--- src/rtl/pe_array_feeder.sv ---
// pe_array_feeder: sequences PE_array_64 through one alignment.
// Each of the stripes loads a gene-1 row onto o_B and streams gene-2 bases onto
// o_A from the accumulated start position, collects the stripe result, and after
// the last stripe copies the PE trace-back direction stream into a trace buffer.
module pe_array_feeder #(
    parameter  int unsigned SEQ_LEN     = 1024,
    parameter  int unsigned NUM_STRIPES = 16,
    parameter  int unsigned TIMEOUT     = 2000,
    parameter  int unsigned TRACE_MAX   = 2048,
    localparam int unsigned AW          = $clog2(SEQ_LEN),
    localparam int unsigned KW          = $clog2(NUM_STRIPES),
    localparam int unsigned TAW         = $clog2(TRACE_MAX),
    localparam int unsigned TLW         = $clog2(TRACE_MAX + 1)
) (
    input  logic           i_clk,
    input  logic           i_rst,
    input  logic           i_go,
    output logic [AW-1:0]  o_a_addr,
    input  logic [1:0]     i_a_data,
    output logic [KW-1:0]  o_b_addr,
    input  logic [127:0]   i_b_data,
    output logic           o_start,
    output logic [1:0]     o_A,
    output logic [127:0]   o_B,
    input  logic           i_stripe_end,
    input  logic [AW-1:0]  i_start_position,
    input  logic [AW-1:0]  i_end_position,
    input  logic [13:0]    i_max_score_stripe,
    input  logic [1:0]     i_trace_dir,
    output logic           o_stripe_valid,
    output logic [KW-1:0]  o_stripe_idx,
    output logic [AW:0]    o_end_pos_abs,
    output logic [13:0]    o_max_score,
    output logic           o_tb_we,
    output logic [TAW-1:0] o_tb_addr,
    output logic [1:0]     o_tb_data,
    output logic [TLW-1:0] o_tb_len,
    output logic           o_busy,
    output logic           o_done,
    output logic           o_error
);

    localparam int unsigned JW = $clog2(TIMEOUT + 1);

    typedef enum logic [2:0] {
        S_IDLE, S_LOAD_B, S_SETUP, S_STREAM, S_DRAIN, S_TRACE_WAIT, S_TRACE, S_DONE
    } state_t;

    state_t state, state_n;

    // Internal sequencing registers.
    logic [KW-1:0] k,         k_n;
    logic [JW-1:0] j,         j_n;
    logic [AW-1:0] p,         p_n;
    logic [AW-1:0] start_pos, start_pos_n;

    // Next values of the registered outputs.
    logic [AW-1:0]  a_addr_n;
    logic [KW-1:0]  b_addr_n;
    logic           start_n;
    logic [1:0]     a_n;
    logic [127:0]   b_n;
    logic           stripe_valid_n;
    logic [KW-1:0]  stripe_idx_n;
    logic [AW:0]    end_pos_abs_n;
    logic [13:0]    max_score_n;
    logic           tb_we_n;
    logic [TAW-1:0] tb_addr_n;
    logic [1:0]     tb_data_n;
    logic [TLW-1:0] tb_len_n;
    logic           busy_n;
    logic           done_n;
    logic           error_n;

    // Shared decode of the per-cycle events.
    logic          in_stripe;
    logic          stripe_end_hit;
    logic          timeout_hit;
    logic          last_stripe;
    logic          last_base;
    logic          trace_last;
    logic [AW:0]   start_sum;
    logic [AW-1:0] start_upd;
    logic [AW-1:0] a_addr_inc;

    // Event decode: stripe end outranks timeout, which outranks stream advance.
    always_comb begin
        in_stripe      = (state == S_SETUP) || (state == S_STREAM) || (state == S_DRAIN);
        stripe_end_hit = ((state == S_STREAM) || (state == S_DRAIN)) && i_stripe_end;
        timeout_hit    = in_stripe && !stripe_end_hit && (j == JW'(TIMEOUT - 1));
        last_stripe    = (k == KW'(NUM_STRIPES - 1));
        last_base      = (p == AW'(SEQ_LEN - 1));
        trace_last     = i_stripe_end || (o_tb_len == TLW'(TRACE_MAX - 1));
        start_sum      = (AW + 1)'(start_pos) + (AW + 1)'(i_start_position);
        start_upd      = (start_sum > (AW + 1)'(SEQ_LEN - 1)) ? AW'(SEQ_LEN - 1)
                                                               : start_sum[AW-1:0];
        // Address runs two ahead of o_A; it parks on the last base instead of wrapping.
        a_addr_inc     = (o_a_addr == AW'(SEQ_LEN - 1)) ? o_a_addr : o_a_addr + AW'(1);
    end

    // State register.
    always_ff @(posedge i_clk) begin
        if (i_rst) begin
            state <= S_IDLE;
        end else begin
            state <= state_n;
        end
    end

    // Next-state logic.
    always_comb begin
        state_n = state;
        case (state)
            S_IDLE:       if (i_go) state_n = S_LOAD_B;
            S_LOAD_B:     state_n = S_SETUP;
            S_SETUP:      state_n = timeout_hit ? S_DONE : S_STREAM;
            S_STREAM: begin
                if (stripe_end_hit)   state_n = last_stripe ? S_TRACE_WAIT : S_LOAD_B;
                else if (timeout_hit) state_n = S_DONE;
                else if (last_base)   state_n = S_DRAIN;
            end
            S_DRAIN: begin
                if (stripe_end_hit)   state_n = last_stripe ? S_TRACE_WAIT : S_LOAD_B;
                else if (timeout_hit) state_n = S_DONE;
            end
            S_TRACE_WAIT: if (!i_stripe_end) state_n = S_TRACE;
            S_TRACE:      if (trace_last) state_n = S_DONE;
            S_DONE:       state_n = S_IDLE;
            default:      state_n = S_IDLE;
        endcase
    end

    // Output and datapath next values; pulses default low, everything else holds.
    always_comb begin
        k_n            = k;
        j_n            = j;
        p_n            = p;
        start_pos_n    = start_pos;
        a_addr_n       = o_a_addr;
        b_addr_n       = o_b_addr;
        start_n        = 1'b0;
        a_n            = 2'd0;
        b_n            = o_B;
        stripe_valid_n = 1'b0;
        stripe_idx_n   = o_stripe_idx;
        end_pos_abs_n  = o_end_pos_abs;
        max_score_n    = o_max_score;
        tb_we_n        = 1'b0;
        tb_addr_n      = o_tb_addr;
        tb_data_n      = o_tb_data;
        tb_len_n       = o_tb_len;
        busy_n         = o_busy;
        done_n         = 1'b0;
        error_n        = o_error;

        case (state)
            S_IDLE: begin
                if (i_go) begin
                    k_n          = '0;
                    start_pos_n  = '0;
                    tb_len_n     = '0;
                    error_n      = 1'b0;
                    busy_n       = 1'b1;
                    b_addr_n     = '0;
                    a_addr_n     = '0;
                    stripe_idx_n = '0;
                end
            end
            S_LOAD_B: begin
                j_n          = '0;
                a_addr_n     = a_addr_inc;
                stripe_idx_n = k;
            end
            S_SETUP: begin
                j_n = j + JW'(1);
                if (timeout_hit) begin
                    error_n = 1'b1;
                end else begin
                    b_n      = i_b_data;
                    p_n      = start_pos;
                    start_n  = 1'b1;
                    a_n      = i_a_data;
                    a_addr_n = a_addr_inc;
                end
            end
            S_STREAM, S_DRAIN: begin
                j_n = j + JW'(1);
                if (stripe_end_hit) begin
                    stripe_valid_n = 1'b1;
                    stripe_idx_n   = k;
                    end_pos_abs_n  = (AW + 1)'(i_end_position) + (AW + 1)'(start_pos);
                    max_score_n    = i_max_score_stripe;
                    start_pos_n    = start_upd;
                    if (!last_stripe) begin
                        k_n      = k + KW'(1);
                        b_addr_n = k + KW'(1);
                        a_addr_n = start_upd;
                    end
                end else if (timeout_hit) begin
                    error_n = 1'b1;
                end else if ((state == S_STREAM) && !last_base) begin
                    start_n  = 1'b1;
                    a_n      = i_a_data;
                    p_n      = p + AW'(1);
                    a_addr_n = a_addr_inc;
                end
            end
            S_TRACE: begin
                tb_we_n   = 1'b1;
                tb_data_n = i_trace_dir;
                tb_addr_n = o_tb_len[TAW-1:0];
                tb_len_n  = o_tb_len + TLW'(1);
            end
            S_DONE: begin
                done_n = 1'b1;
                busy_n = 1'b0;
            end
            default: ;
        endcase
    end

    // Registered outputs and sequencing state.
    always_ff @(posedge i_clk) begin
        if (i_rst) begin
            k              <= '0;
            j              <= '0;
            p              <= '0;
            start_pos      <= '0;
            o_a_addr       <= '0;
            o_b_addr       <= '0;
            o_start        <= 1'b0;
            o_A            <= 2'd0;
            o_B            <= '0;
            o_stripe_valid <= 1'b0;
            o_stripe_idx   <= '0;
            o_end_pos_abs  <= '0;
            o_max_score    <= '0;
            o_tb_we        <= 1'b0;
            o_tb_addr      <= '0;
            o_tb_data      <= 2'd0;
            o_tb_len       <= '0;
            o_busy         <= 1'b0;
            o_done         <= 1'b0;
            o_error        <= 1'b0;
        end else begin
            k              <= k_n;
            j              <= j_n;
            p              <= p_n;
            start_pos      <= start_pos_n;
            o_a_addr       <= a_addr_n;
            o_b_addr       <= b_addr_n;
            o_start        <= start_n;
            o_A            <= a_n;
            o_B            <= b_n;
            o_stripe_valid <= stripe_valid_n;
            o_stripe_idx   <= stripe_idx_n;
            o_end_pos_abs  <= end_pos_abs_n;
            o_max_score    <= max_score_n;
            o_tb_we        <= tb_we_n;
            o_tb_addr      <= tb_addr_n;
            o_tb_data      <= tb_data_n;
            o_tb_len       <= tb_len_n;
            o_busy         <= busy_n;
            o_done         <= done_n;
            o_error        <= error_n;
        end
    end

endmodule

--- config.mk ---
export PLATFORM = sky130hd
export DESIGN_NAME = pe_array_feeder
export DESIGN_NICKNAME = d
export VERILOG_FILES = /design/src/rtl/pe_array_feeder.sv
export SDC_FILE = /design/constraint.sdc
export NUM_CORES = 1
export LEC_CHECK = 0
export BUFFER_PORTS_ARGS = -buffer_cell sky130_fd_sc_hd__buf_2
export CORE_MARGIN = 4
export CORE_UTILIZATION = 40
export DETAILED_ROUTE_END_ITERATION = 7
export PLACE_DENSITY = 0.69
export REMOVE_ABC_BUFFERS = 1
export SYNTH_ARGS = -nofsm -noshare
export SYNTH_HDL_FRONTEND = slang
export SYNTH_SLANG_ARGS = --single-unit
--- constraint.sdc ---
create_clock -name i_clk -period 2.3 [get_ports i_clk]
set_input_delay 0.115 -clock i_clk [delete_from_list [all_inputs] [get_ports i_clk]]
set_output_delay 0.115 -clock i_clk [all_outputs]
set_load 0.01 [all_outputs]
# Yosys cells after proc, flatten, opt, wreduce, memory -nomap -nowiden

Cells that the tools add are included.

Register bits after elaboration: 238
Input port bits: 170
Output and inout port bits: 204
Logic and storage cells: 144

Add/subtract/negate cells: 7
Magnitude comparators: 1
Equality and inequality tests: 26
Muxes and demuxes: 55
Bitwise operators: 2
Reduce and logical (&&, ||, !) cells: 33

Operators by type and width:

| operator              | count |
|---|---|
| $mux 10               | 13 |
| $pmux 10 s2           | 2 |
| $pmux 10 s4           | 1 |
| $mux 3                | 10 |
| $pmux 12 s2           | 1 |
| $pmux 3 s8            | 1 |
| $add 10x10->11        | 2 |
| $pmux 11 s2           | 1 |
| $add 10x1->10 const B | 2 |
| $eq 10x10->1 const B  | 2 |
| $ne 2x2->1 const B    | 9 |
| $mux 4                | 4 |
| $add 12x1->12 const B | 1 |
| $eq 12x11->1 const B  | 1 |
| $eq 3x3->1 const B    | 4 |
| $mux 12               | 1 |
| $ne 3x3->1 const B    | 4 |
| $pmux 4 s3            | 1 |
| $add 11x1->11 const B | 1 |
| $eq 11x11->1 const B  | 1 |
| $gt 11x10->1 const B  | 1 |
| $mux 1                | 11 |
| $reduce_and 5->1      | 2 |
| $reduce_bool 2->1     | 5 |
| 23 further kinds      | 43 |

# Logic depth before layout (Yosys ltp)

Gate-level depths: netlist of run 1.

Word-level depth: 9
Gate-level depth with buffers: 10
Gate-level depth less buffers: 9

# Worst setup path after synthesis of run 1

No wires, ideal clock.

Kind: register to register
From: register start_pos[0]
To: register o_a_addr[5]
Library setup time: 91 ps
Arrival time: 2373 ps
Required time: 2209 ps
Slack: -164 ps
Cell stages (with the launch flop): 11
Buffers on the path: 1
Clock period less this slack: 2464 ps
Cells stage by stage: dfxtp_1 > ha_1 > inv_1 > fa_1 > nand2b_1 > a21bo_2 > a211oi_1 > or2_2 > clkbuf_1 > o21ai_0 > a311oi_1

Cells in the longest elaborated chain, start to end: 6

Ends and longest elaborated chain:

| element                  | RTL line | text |
|---|---|---|
| start: declaration       | 55       | `logic [AW-1:0] start_pos, start_pos_n;` |
| start signal: assignment | 249      | `start_pos <= start_pos_n;` |
| $add 10x10->11 (*)       | 94       | `start_sum = (AW + 1)'(start_pos) + (AW + 1)'(i_start_position);` |
| $gt 11x10->1             | 95       | `start_upd = (start_sum > (AW + 1)'(SEQ_LEN - 1)) ? AW'(SEQ_LEN - 1)` |
| $mux 10 (*)              | 95       |  |
| $mux 10 (*)              | 194      | `if (!last_stripe) begin` |
| $mux 10 (*)              | 188      | `if (stripe_end_hit) begin` |
| $pmux 10 s4 (*)          | 156      | `case (state)` |
| end signal: assignment   | 250      | `o_a_addr <= a_addr_n;` |
| end: declaration         | 18       | `output logic [AW-1:0] o_a_addr,` |

Every way passes the cells marked *; elsewhere a longest branch is shown, timed or not. The select of a mux whose other input is x is not followed.
A chain may end at the register's enable or synchronous reset.

# Worst setup path after layout of run 1

From: register start_pos[5]
To: register o_a_addr[1]

Cells in the longest elaborated chain, start to end: 6

Ends and longest elaborated chain:

| element        | RTL line |
|---|---|
| $add 10x10->11 | 94 |
| $gt 11x10->1   | 95 |
| $mux 10        | 95 |
| $mux 10        | 194 |
| $mux 10        | 188 |
| $pmux 10 s4    | 156 |

No other way between the ends. The select of a mux whose other input is x is not followed.

==> metrics, run 1 <==
R2R depth=8; max-slew violations=0; CORE AREA=25,300 um2; Total Power=10.8 mW; Worst setup SP type=register; number of synthesized flops with an enable pin=0; CTS tree=done; CTS Buffer Depth=3; final net count=2,051; vias in the first global route=11,100; final hold vios=0; initial antenna violation count=0; share of layout cells above drive strength 1=27.9%; met1 usage=30.3%; worst IR drop on VDD=0.000574 V; register area=4770 um2; Reg clk slew, reported paths=0.06 ns; DRT antenna net count=0; First DRT Iteration DRCs=942; gpl congestion=0.889; Setup Viol. Count Final=0; largest net degree at the start of global routing=64; YS warnings=0; crit path max fanout=3; synthesized flop and latch total=238; M2 GR Usage=41.5%; Via density=5.28; clk root buf=clkbuf_16; die area=28,400 um2; top post-synthesis cells by count=nand2_1, dfxtp_1, a21oi_1, nor2_1, clkbuf_1; final worst slack=0.0609 ns; worst hold stages=2; crit path DAT=2.65 ns; routed length per placed instance=16.7 um; Initial Util=40.8%; Core Util, Final=60.5%; clock skew=0.00832 ns; post-DP HPWL=24,100 um; placed cells=2,006; row cnt=58; largest cells by area after synthesis=dfxtp_1, nand2_1, a21oi_1; via count=11,600; final wirelength=36,800 um; Die W=168 um; synth-to-layout area growth=48.3%; worst endpoint required time=2.72 ns; Rel. slew slack=49.0%; htree depth=1; grt ovf=0; area occupied by multi-input gates=5240 um2; fillers=2,142; slowest stage delay, CP=0.35 ns; Worst-Skew Late Latency=0.52 ns; crit-path cells=ha_1 > or2_2 > a31oi_4 > a211oi_4 > buf_4 > o31a_1 > o21a_1 > a31o_1; Worst-Margin Slew=0.765 ns; global-route wire length before repair=57,600 um; Fmax achieved=447 MHz; fin cells=2,203; Syn Inst Count=1,321; IO buf count=373; Yosys cell types=71; IO Count=374; DRC Markers=0; Die H=168 um; WS Path Type=reg -> reg; GRT Total Usage=24.2%; Critical Path End Type=register; top cell type's share of synthesized area=46.3%; MaxCap Viol Count=0; Hold WC Path Type=in -> reg; Final Cycle Share=97.4%; Cell Area, Synth=10,300 um2; leakage power=6.60 nW; Seq/Total Area, Yosys=46.3%; status=finished clean; hold slack=0.0333 ns; Top Usage Layer GRT=met2; CTS sink count=238; most common cell in the netlist=nand2_1; leading area contributor after synthesis=dfxtp_1; Slowest cell on crit path=or2_2; crit path time final=2.24 ns; synthesized area per cell=7.80 um2; Synth Flop Type=dfxtp_1; TritonCTS buffer count=26; pre-CTS setup slack=0.0139 ns; Power Dens Cells=709 nW/um2; fraction of registers with async set/reset=0%; First-pass DRT Iterations=7; met3 Use GR=4.23%
[sequential cells by signal (all words and copies together) (netlist names), 3 cells and up]
signal	flops
o_stripe_idx	4
o_a_addr	10
o_max_score	14
o_end_pos_abs	11
k	4
o_tb_addr	11
start_pos	10
o_tb_len	12
p	10
state	3
o_B	128
j	11
[where the power goes]
group	leakage [nW]	internal [mW]	switching (mW)
combinational	4.24	0.893	1.20
clock	0.433	2.55	1.69
sequential	1.93	4.36	0.137
total	6.60	7.81	3.03
[area by class of cell]
class                   instances  share of cell area (%)
diodes                          1                  0.0164
clock buffers                  37                    5.06
clock inverters                 9                   0.664
inverters                      16                   0.393
multi-input cells             984                    34.3
flip-flops and latches        238                    31.2
well taps                     330                    2.70
repair buffers                588                    25.7
[logic make-up after synthesis]
family | after synthesis | share of synthesized area, %
AOI/OAI and AO/OA | 355 | 20.3
xor gates and xnor gates | 7 | 0.595
muxes | 7 | 0.680
adders and majority gates | 27 | 3.43
and+or+nand+nor | 588 | 24.7
DFF | 238 | 46.3
buffers and inverters | 99 | 3.98
[per-stage QoR]
| stage | area (um2) | TNS, ns |
|---|---|---|
| CTS | 15200 | 0 |
| global placement | 12800 | 0 |
| detailed placement | 12800 | 0 |
| global route | 15300 | -0.0370 |
| floorplan | 9950 | -865.85 |
| finish | 15300 | 0 |
[timing repair]
action | 4_1_cts | 5_1_grt
gates cloned | 0 | 0
endpoints found under the hold margin | 147 | 0
pin swaps | 0 | 8
hold buffers | 147 | 0
buffers inserted | 0 | 3
resized for setup | 2 | 21
endpoints found under the setup margin | 2 | 26
[cells in the final DEF (no fill, tap or decap), types with 7 or more instances in the layout]
cell type,instances
nand3b_1,7
dfxtp_1,237
o211ai_1,7
buf_2,372
and3_1,11
nor3_1,13
nand4_1,11
buf_4,62
mux2i_1,7
nor2_1,74
dlygate4sd3_1,147
nand3_1,35
a311oi_1,8
a21oi_1,214
clkbuf_16,27
a211oi_1,9
a31oi_1,9
ha_1,24
o21ai_0,38
or3_1,9
nand2_1,376
o21a_1,7
inv_1,16
[metal layers]
metal  vias up  wire [um]
met4         0       1660
li1       5632          -
met3       117       2690
met1      5386      14900
met5         -          0
met2       486      17600
[final timing paths]
path                                  startpoint          endpoint  slack [ns]
worst min register to register  o_end_pos_abs[4]  o_end_pos_abs[4]        0.45
worst min-delay path                       i_rst              p[7]        0.03
worst max-delay path                start_pos[5]       o_a_addr[1]        0.06
worst max register to register      start_pos[5]       o_a_addr[1]        0.06
[critical path, delay by kind of cell, from the launching register on]
family	cells	cell delay (ns)
AOI/OAI and AO/OA	5	1.00
and+or+nand+nor	1	0.35
adders and majority gates	1	0.32
DFF	1	0.31
buffers and inverters	1	0.15
Note: power is estimated with default switching activity, not from simulation.
==> inputs of run 2 (changes only) <==
==> config.mk (replaced) <==
export PLATFORM = sky130hd
export DESIGN_NAME = pe_array_feeder
export DESIGN_NICKNAME = d
export VERILOG_FILES = /design/src/rtl/pe_array_feeder.sv
export SDC_FILE = /design/constraint.sdc
export NUM_CORES = 1
export LEC_CHECK = 0
export CORE_MARGIN = 4
export CORE_UTILIZATION = 40
export DETAILED_ROUTE_END_ITERATION = 7
export DONT_BUFFER_PORTS = 1
export PLACE_DENSITY = 0.56
export SYNTH_ARGS = -nofsm -noshare
export SYNTH_HDL_FRONTEND = slang
export SYNTH_SLANG_ARGS = --single-unit
==> run 2 against run 1 <==
The flow now finishes with violations (hold timing); die area unchanged; worst setup slack improved by 0.031 ns; non-clock buffer count is 464 lower; flip-flop and latch count stayed put; clock power shrank 4%; first-iteration DRC count fell by 29%; sequential power up 4%; hold slack worse by 0.37 ns; final area is 19% lower; global-route usage fell by 2.5 points; critical path depth unchanged; total power down 7.2%; critical endpoint is now p[2]; largest power group unchanged; highest routed layer unchanged.
==> metrics, run 2 (same netlist as run 1, synthesis figures left out) <==
via count=9,573 (-18%); pre-CTS setup slack=-0.0908 ns (-0.105 ns); area occupied by multi-input gates=5220 um2 (-0.31%); max-slew violations=0 (unchanged); worst endpoint required time=2.72 ns (about the same); flop2flop setup slack=0.09 ns (+0.03 ns); Setup Viol. Count Final=0 (unchanged); register area=4770 um2 (about the same); Antenna Cells=0 (-1); Reg clk slew, reported paths=0.06 ns (about the same); unrepaired setup endpoints after global routing=true; initial antenna violation count=0 (unchanged); status=finished with violations; routed length per placed instance=19.1 um (+14%); post-layout instance area=12,400 um2 (-19%); share of power burned in the clock network=40.3% (+1.1 points); sequential power share=46.4% (+4.9 points); Total Power=10.1 mW (-7.2%); First-pass DRT Iterations=5 (-2); clk root buf=clkbuf_16; most frequent cells in the layout=nand2_1, dfxtp_1, a21oi_1; Hold WC Path Type=in -> reg; crit path DAT=2.63 ns (-0.02 ns); die area=28,400 um2 (unchanged); htree depth=1 (unchanged); row cnt=58 (unchanged); Via density=5.51 (+4.5%); reg2reg end=p[2]; CTS Buffer Depth=3 (unchanged); placed cells=1,641 (-18%); post-DP HPWL=23,700 um (-2.0%); MaxCap Viol Count=0 (unchanged); DRC Markers=0 (unchanged); RR Startpoint=state[2]; global-route wire length before repair=50,700 um (-12%); R2R depth=8 (unchanged); vias in the first global route=9,197 (-17%); leakage power=4.53 nW (-31%); Pint=7.25 mW (-7.2%); NetSw=2.80 mW (-7.3%); CORE AREA=25,300 um2 (unchanged); CTS tree=done; Worst setup SP type=register; hold slack=-0.339 ns (-0.373 ns); crit path max fanout=19 (+16); Post-DP Area=11,000 um2 (-14%); Final Cycle Share=96.0% (-1.3 points); max FFs per register=128 (unchanged); Power Dens Cells=810 nW/um2 (+14%); gpl congestion=0.871 (-2.0%); Critical Path End Type=register; TritonCTS buffer count=27 (+3.8%); grt ovf=0 (unchanged); fin cells=1,736 (-21%); IO buf count=0 (-100%); final wirelength=33,200 um (-9.8%); Die H=168 um (unchanged); DRT antenna net count=0 (unchanged); setup TNS=0 ns (unchanged); crit path time final=2.21 ns (-0.0309 ns); IO Count=374 (unchanged); Worst-Skew Late Latency=0.54 ns (+0.02 ns); First DRT Iteration DRCs=665 (-29%); violated checks=hold timing; Worst-Margin Slew=0.821 ns (+0.0566 ns); top flop regs=o_B x128, o_max_score x14, o_tb_len x12; synth-to-layout area growth=20.5%; final worst slack=0.0918 ns (+0.0309 ns); Initial Util=40.8% (unchanged); largest net degree at the start of global routing=227 (+250%); Biggest register=o_B; worst setup path end=p[2]; Rel. slew slack=45.2% (-3.8 points); worst IR drop on VDD=0.000724 V (+26%); share of layout cells above drive strength 1=11.5% (-16 points); commonest non-fill, non-tap cell in the layout=nand2_1; WS Path Type=reg -> reg; combinational fraction of design power=13.3% (-6.0 points); final net count=1,588 (-23%); fillers=2,446 (+14%); Mapped Nets=1,518; CP startpoint=state[2]; final hold vios=185 (+185); CTS sink count=238 (unchanged); Die W=168 um (unchanged); GRT Total Usage=21.7% (-2.5 points); Core Util, Final=49.2% (-11 points); Fmax achieved=453 MHz (+1.4%); clock skew=0.0104 ns (+0.00206 ns); Switching Share=27.9% (-0.036 points)
## run 2: changes by cell type in the layout (fill, tap and decap cells not counted), sizes merged
| cell | change |
|---|---|
| bufinv | -1 |
| inv | +1 |
| buf | -360 |
| dlygate4sd3 | -104 |
| diode | -1 |
| clkbuf | -1 |
| clkinvlp | +2 |
| clkinv | -3 |
## run 2: power groups by stage
stage               sequential, mW  clock (mW)  combinational (mW)
CTS                           4.66        4.16                1.31
finish                        4.66        4.06                1.34
global route                  4.68        4.32                1.51
floorplan                     4.68           0               0.921
global placement              4.75           0                1.27
detailed placement            4.75           0                1.28
## run 2: how the worst min path moves through the flow
stage               slack, ns         from  endpoint  cells past startpoint
detailed placement       0.20        i_rst   o_B[26]                      1
CTS                     -0.37        i_rst   o_B[26]                      1
floorplan                0.25  i_b_data[0]    o_B[0]                      2
global route            -0.36        i_rst   o_B[13]                      1
global placement         0.20        i_rst   o_B[22]                      1
finish                  -0.34        i_rst   o_B[22]                      1
## run 2: layout make-up
cell class                 instances  area share, %
multi-input combinational        984           42.1
timing repair buffer             124           9.06
tap                              330           3.33
sequential                       238           38.4
inverter                          16          0.484
clock buffer                      36           5.96
clock inverter                     8          0.706
## run 2: repair_timing
item,in CTS,in global routing
buffers inserted,2,6
resized for setup,1,24
endpoints found under the setup margin,1,39
pin swaps,1,6
hold endpoints to repair,227,189
hold buffers,38,5
gates cloned,0,0
## run 2: critical path, cell delays in order, from the launching register on
cell,delay [ns]
dfxtp_2,0.40
buf_6,0.20
nand3b_1,0.27
nand2_1,0.13
buf_4,0.19
nand3b_1,0.09
a21oi_1,0.06
dlygate4sd3_1,0.55
a32o_1,0.20
## run 2: layer usage
| metal | track usage (%) | part of all wire [%] | up-vias | wire length, um |
|---|---|---|---|---|
| met1 | 27.6 | 41 | 4472 | 13800 |
| met5 | 0 | 0 | - | 0 |
| met4 | 5.96 | 2.5 | 0 | 835 |
| li1 | - | - | 4696 | - |
| met2 | 36.3 | 48 | 350 | 15800 |
| met3 | 6.05 | 8.4 | 55 | 2810 |
